### src/rtl/gray_conv_pkg.sv
// Shared types and conversion helpers for gray_code_converter.
// Helpers operate on a GRAY_MAX_WIDTH word; callers zero-extend and truncate.
package gray_conv_pkg;

  typedef enum logic {
    MODE_B2G = 1'b0,
    MODE_G2B = 1'b1
  } gray_mode_t;

  localparam int GRAY_CONV_LATENCY = 2;
  localparam int GRAY_MAX_WIDTH    = 256;

  typedef logic [GRAY_MAX_WIDTH-1:0] gray_word_t;

  // Zero upper bits leave both conversions exact for any narrower width.
  function automatic gray_word_t bin2gray(input gray_word_t bin);
    return bin ^ (bin >> 1);
  endfunction

  function automatic gray_word_t gray2bin(input gray_word_t gray);
    gray_word_t bin;
    bin = gray;
    for (int sh = 1; sh < GRAY_MAX_WIDTH; sh = sh * 2) begin
      bin = bin ^ (bin >> sh);
    end
    return bin;
  endfunction

endpackage

### src/rtl/gray_adj_checker.sv
// Flags Gray-domain transactions that differ from the previous one by more
// than one bit; holds the previous value and a sticky error flag.
module gray_adj_checker
  import gray_conv_pkg::*;
#(
  parameter int WIDTH = 8
) (
  input  logic             clk,
  input  logic             rst_n,
  input  logic             load,
  input  logic [WIDTH-1:0] gray_cur,
  output logic             adj_err,
  output logic             adj_err_sticky
);

  logic [WIDTH-1:0] prev_q, prev_d;
  logic             have_prev_q, have_prev_d;
  logic             sticky_q, sticky_d;
  logic [WIDTH-1:0] diff;

  always_comb begin
    diff    = gray_cur ^ prev_q;
    // More than one bit set <=> clearing the lowest set bit leaves something.
    adj_err = have_prev_q && ((diff & (diff - WIDTH'(1))) != '0);

    prev_d      = prev_q;
    have_prev_d = have_prev_q;
    sticky_d    = sticky_q;
    if (load) begin
      prev_d      = gray_cur;
      have_prev_d = 1'b1;
      sticky_d    = sticky_q | adj_err;
    end
  end

  always_ff @(posedge clk) begin
    if (!rst_n) begin
      prev_q      <= '0;
      have_prev_q <= 1'b0;
      sticky_q    <= 1'b0;
    end else begin
      prev_q      <= prev_d;
      have_prev_q <= have_prev_d;
      sticky_q    <= sticky_d;
    end
  end

  assign adj_err_sticky = sticky_q;

endmodule

### src/rtl/gray_code_converter.sv
// Two-stage valid/ready binary<->Gray converter (WIDTH 2..GRAY_MAX_WIDTH).
// Define GRAY_CONV_ADJ_CHECK_EN to add the Gray adjacency checker and its ports.
module gray_code_converter
  import gray_conv_pkg::*;
#(
  parameter int WIDTH = 8
) (
  input  logic             clk,
  input  logic             rst_n,
  input  logic             in_valid,
  output logic             in_ready,
  input  logic             in_mode,
  input  logic [WIDTH-1:0] in_data,
  output logic             out_valid,
  input  logic             out_ready,
  output logic             out_mode,
  output logic [WIDTH-1:0] out_data
`ifdef GRAY_CONV_ADJ_CHECK_EN
  ,
  output logic             out_adj_err,
  output logic             adj_err_sticky
`endif
);

  logic             s1_valid_q, s1_valid_d;
  gray_mode_t       s1_mode_q, s1_mode_d;
  logic [WIDTH-1:0] s1_data_q, s1_data_d;

  logic             out_valid_q, out_valid_d;
  gray_mode_t       out_mode_q, out_mode_d;
  logic [WIDTH-1:0] out_data_q, out_data_d;

  logic             s2_adv, s1_adv, s2_load, in_fire;
  logic [WIDTH-1:0] conv_data;

  // Ready flows backwards combinationally from out_ready; no skid buffer.
  assign s2_adv   = !out_valid_q || out_ready;
  assign s1_adv   = !s1_valid_q || s2_adv;
  assign in_ready = s1_adv && rst_n;
  assign in_fire  = in_valid && in_ready;
  assign s2_load  = s2_adv && s1_valid_q;

  always_comb begin
    if (s1_mode_q == MODE_G2B) begin
      conv_data = WIDTH'(gray2bin(gray_word_t'(s1_data_q)));
    end else begin
      conv_data = WIDTH'(bin2gray(gray_word_t'(s1_data_q)));
    end
  end

  // NOTE: every variable gets a default before the conditionals, otherwise
  // always_comb would infer a latch on the hold path.
  always_comb begin
    s1_valid_d  = s1_valid_q;
    s1_mode_d   = s1_mode_q;
    s1_data_d   = s1_data_q;
    out_valid_d = out_valid_q;
    out_mode_d  = out_mode_q;
    out_data_d  = out_data_q;

    if (s1_adv) begin
      s1_valid_d = in_fire;
    end
    if (in_fire) begin
      s1_mode_d = gray_mode_t'(in_mode);
      s1_data_d = in_data;
    end

    if (s2_adv) begin
      out_valid_d = s1_valid_q;
    end
    if (s2_load) begin
      out_mode_d = s1_mode_q;
      out_data_d = conv_data;
    end
  end

  // NOTE: reset is synchronous and checked first; state updates use <= so
  // every flop samples the pre-edge values of its neighbours.
  always_ff @(posedge clk) begin
    if (!rst_n) begin
      s1_valid_q  <= 1'b0;
      s1_mode_q   <= MODE_B2G;
      s1_data_q   <= '0;
      out_valid_q <= 1'b0;
      out_mode_q  <= MODE_B2G;
      out_data_q  <= '0;
    end else begin
      s1_valid_q  <= s1_valid_d;
      s1_mode_q   <= s1_mode_d;
      s1_data_q   <= s1_data_d;
      out_valid_q <= out_valid_d;
      out_mode_q  <= out_mode_d;
      out_data_q  <= out_data_d;
    end
  end

  assign out_valid = out_valid_q;
  assign out_mode  = out_mode_q;
  assign out_data  = out_data_q;

`ifdef GRAY_CONV_ADJ_CHECK_EN
  logic             chk_err;
  logic             out_adj_err_q, out_adj_err_d;
  logic [WIDTH-1:0] s1_gray;

  // Gray-domain view of the S1 transaction: result for B2G, input for G2B.
  assign s1_gray = (s1_mode_q == MODE_B2G) ? conv_data : s1_data_q;

  gray_adj_checker #(
    .WIDTH (WIDTH)
  ) u_adj_checker (
    .clk            (clk),
    .rst_n          (rst_n),
    .load           (s2_load),
    .gray_cur       (s1_gray),
    .adj_err        (chk_err),
    .adj_err_sticky (adj_err_sticky)
  );

  always_comb begin
    out_adj_err_d = out_adj_err_q;
    if (s2_load) begin
      out_adj_err_d = chk_err;
    end
  end

  always_ff @(posedge clk) begin
    if (!rst_n) begin
      out_adj_err_q <= 1'b0;
    end else begin
      out_adj_err_q <= out_adj_err_d;
    end
  end

  assign out_adj_err = out_adj_err_q;
`endif

endmodule

### config.mk
export PLATFORM = sky130hd
export DESIGN_NAME = gray_code_converter
export DESIGN_NICKNAME = d
export VERILOG_FILES = /design/src/rtl/gray_conv_pkg.sv /design/src/rtl/gray_adj_checker.sv /design/src/rtl/gray_code_converter.sv
export SDC_FILE = /design/constraint.sdc
export NUM_CORES = 1
export LEC_CHECK = 0
export CORE_MARGIN = 2
export CORE_UTILIZATION = 47
export CTS_CLUSTER_DIAMETER = 30
export DETAILED_ROUTE_END_ITERATION = 16
export PLACE_DENSITY = 0.77
export SLEW_MARGIN = 5
export SYNTH_ARGS = -nofsm -noshare
export SYNTH_HDL_FRONTEND = slang
export SYNTH_SLANG_ARGS = --single-unit
### constraint.sdc
create_clock -name clk -period 2.26 [get_ports clk]
set_clock_uncertainty 0.15 [all_clocks]
set_input_delay 0.339 -clock clk [delete_from_list [all_inputs] [get_ports clk]]
set_output_delay 0.339 -clock clk [all_outputs]
set_load 0.05 [all_outputs]
==> out/results.ini <==
[timing]
hold_violations=0
max_freq_mhz=513
fin_crit_ns=1.95
worst_pin_slew_ns=0.509
max-slew-margin-rel_pct=65.9
fin_crit_sh_pct=86.2
tns_ns=0
slew_violations=0
finalSetupViolations=0
rsz0062_at_grt=false

[setup_path]
startpoint_type=flip-flop
cp-end-kind=output port
slowest_delay_ns=0.80
worst-path-max-fanout=3
cp_data_required_time_ns=1.77
critPathSlowestCell=clkdlybuf4s50_1
cp_num_buf_inv=1
cp_top_family=buffers and inverters
path_class=reg2out
cp_cell_sequence=clkdlybuf4s50_1
crit_arrival_ns=1.46

[power]
sw_frac_of_total_pct=30.1
leakage_nw=0.532
p_clk_share_pct=24.9
p_int_mw=0.578
p_switching_mw=0.249
powerDensity_nw_per_um2=646
vdd_drop_max_uv=382
power_frac_seq_pct=48.3
combPwrFrac_pct=26.8

[final_layout]
area_delta_synth_final_pct=33.6
drive_above_1_share_pct=9.42
final-instance-count-excl-fill=165
nets=152
diodes=0
nFillCells=181

[global_routing]
gr-total-overflow=0
grt_pass1_vias=711
grt_pass1_wl_um=3130
grt_max_degree=17
grt_usage_pct=16.7
antenna_found_initial=0

[floorplan]
start_util_pct=49.3
io-pin-count=24
die_height_um=49.1
die_w_um=49.1
rows=16
dieArea_um2=2410
core_um2=1940

[synth]
seq_area_frac_synth_pct=41.8
synth_edf_count=0
synth_area_leaders=dfxtp_1 (42%), xor2_1 (5.5%), nand3_1 (5.2%)
synth_compound_area_share_pct=16.6
synth_top_area_cell=dfxtp_1
netlist_area_um2=957
synth_xor_area_share_pct=14.9
ys_ff_latch=20
synthSimpleGateAreaFrac_pct=18.4
synth_cells=111
ys_warn_count=0
yosysUniqueCellTypes=32
synth_top_area_share_pct=41.8
synth_top_family_by_area=simple AND/OR/NAND/NOR gates
synthAdderAreaFrac_pct=0
postSynthAreaPerCell_um2=8.62
ys_async_sr_fraction_pct=0
synthesis.nets=124
synth_flop_cell=dfxtp_1
muxShareOfSynthArea_pct=1.18

[routing]
vias_per_cell=5.08
antenna_left=0
vias=838
drc=0
firstDrtPassIters=4
routed_wl_um=1770
drt_iter0_drc=2
wl_per_cell_um=10.8

[placed_design]
gp_congestion=0.838
io_buffers=23
hpwl_um=1290
dp.cells=161

[clock_tree]
clkLatencyLatePin_ns=0.30
postCtsSetupBuffers=0
htreeDepth=1
cts_tree=yes
cts_resized=0
cts.path.max_buffers=2
clkTransAtPathRegs_ns=0.11
cts_buffers=3
numClockSinks=20
cts_hold_buf=0
clk_root_buffer_cell=clkbuf_4

[flow_run]
maxCapViolations=0

[run_status]
outcome=finished clean

[worst_hold_path]
hold_path.class=reg2reg

-- final cells by class --
cell class	instances	area, um^2	area share, %
Timing Repair Buffer	28	278	21.7
Clock buffer	4	36.3	2.84
Inverter	11	41.3	3.23
Multi-Input combinational cell	75	489	38.3
Sequential cell	20	400	31.3
Tap cell	27	33.8	2.64
-- logic make-up (layout without fill, tap and decap cells) --
kind of cell	count (synthesis)	in the layout
AO/OA/AOI/OAI	26	26
multiplexers	1	1
XOR/XNOR	13	13
flip-flops	20	20
AND/OR/NAND/NOR	35	35
buffers and inverters	16	43
-- metal layers --
layer | track usage, % | part of all wire (%) | routed length (um)
met5 | 0 | 0 | 0
met4 | 7.14 | 1.7 | 30
met3 | 5.21 | 6.1 | 109
met2 | 27.0 | 46 | 809
met1 | 20.2 | 46 | 824
-- worst register-to-register path, delay by kind of cell (launching register included) --
kind,cells,cell delay [ns]
DFF,1,0.42
and+or+nand+nor,1,0.22
xor gates and xnor gates,2,0.91
AOI/OAI and AO/OA,1,0.12
-- registers in the layout (all words and copies together) (netlist names) --
name / flops
out_data: 8
out_mode: 1
out_valid: 1
s1_data_q: 8
s1_mode_q: 1
s1_valid_q: 1
-- cell usage in the layout, fill, tap and decap left out, types with 2 or more instances in the layout --
cell / instances
nor3_1: 2
nor2_1: 5
xnor2_1: 5
dfxtp_1: 20
buf_4: 5
nand3_1: 10
nand2_1: 10
a21oi_1: 9
inv_1: 11
o21ai_0: 9
clkbuf_4: 3
clkdlybuf4s50_1: 22
xor2_1: 6
-- final timing paths --
kind,from,endpoint,slack [ns],cells after the start
setup / recovery,out_valid,out_valid,0.31,1
hold / removal,out_data[4],out_data[4],0.31,2
setup reg to reg,s1_data_q[7],out_data[0],0.39,4
hold reg to reg,out_data[4],out_data[4],0.31,2
-- power by group through the flow --
| stage | registers [mW] | logic, mW | clock network (mW) |
|---|---|---|---|
| after floorplan | 0.443 | 0.114 | 0 |
| after global placement | 0.406 | 0.219 | 0 |
| after detailed placement | 0.407 | 0.220 | 0 |
| after CTS | 0.399 | 0.223 | 0.212 |
| after global routing | 0.403 | 0.241 | 0.231 |
| final | 0.399 | 0.222 | 0.206 |
-- metrics by stage --
step	util [%]	hold slack, ns	worst slack [ns]	area, um^2	power [mW]
after CTS	65.9	0.313	0.295	1280	0.834
after global placement	64.0	0.290	0.298	1240	0.625
after floorplan	-	0.306	0.263	957	0.557
after global routing	65.9	0.335	0.254	1280	0.875
after detailed placement	64.0	0.297	0.240	1240	0.627
final	65.9	0.309	0.311	1280	0.827
-- cell usage after synthesis (2+ instances only) --
cell type   n
inv_1      11
nand3_1    10
nand2_1    10
nor3_1      2
nor2_1      5
dfxtp_1    20
clkbuf_1    2
o21ai_0     9
xnor2_1     5
a21oi_1     9
buf_4       2
xor2_1      6
Power figures use the tool's default switching activity.
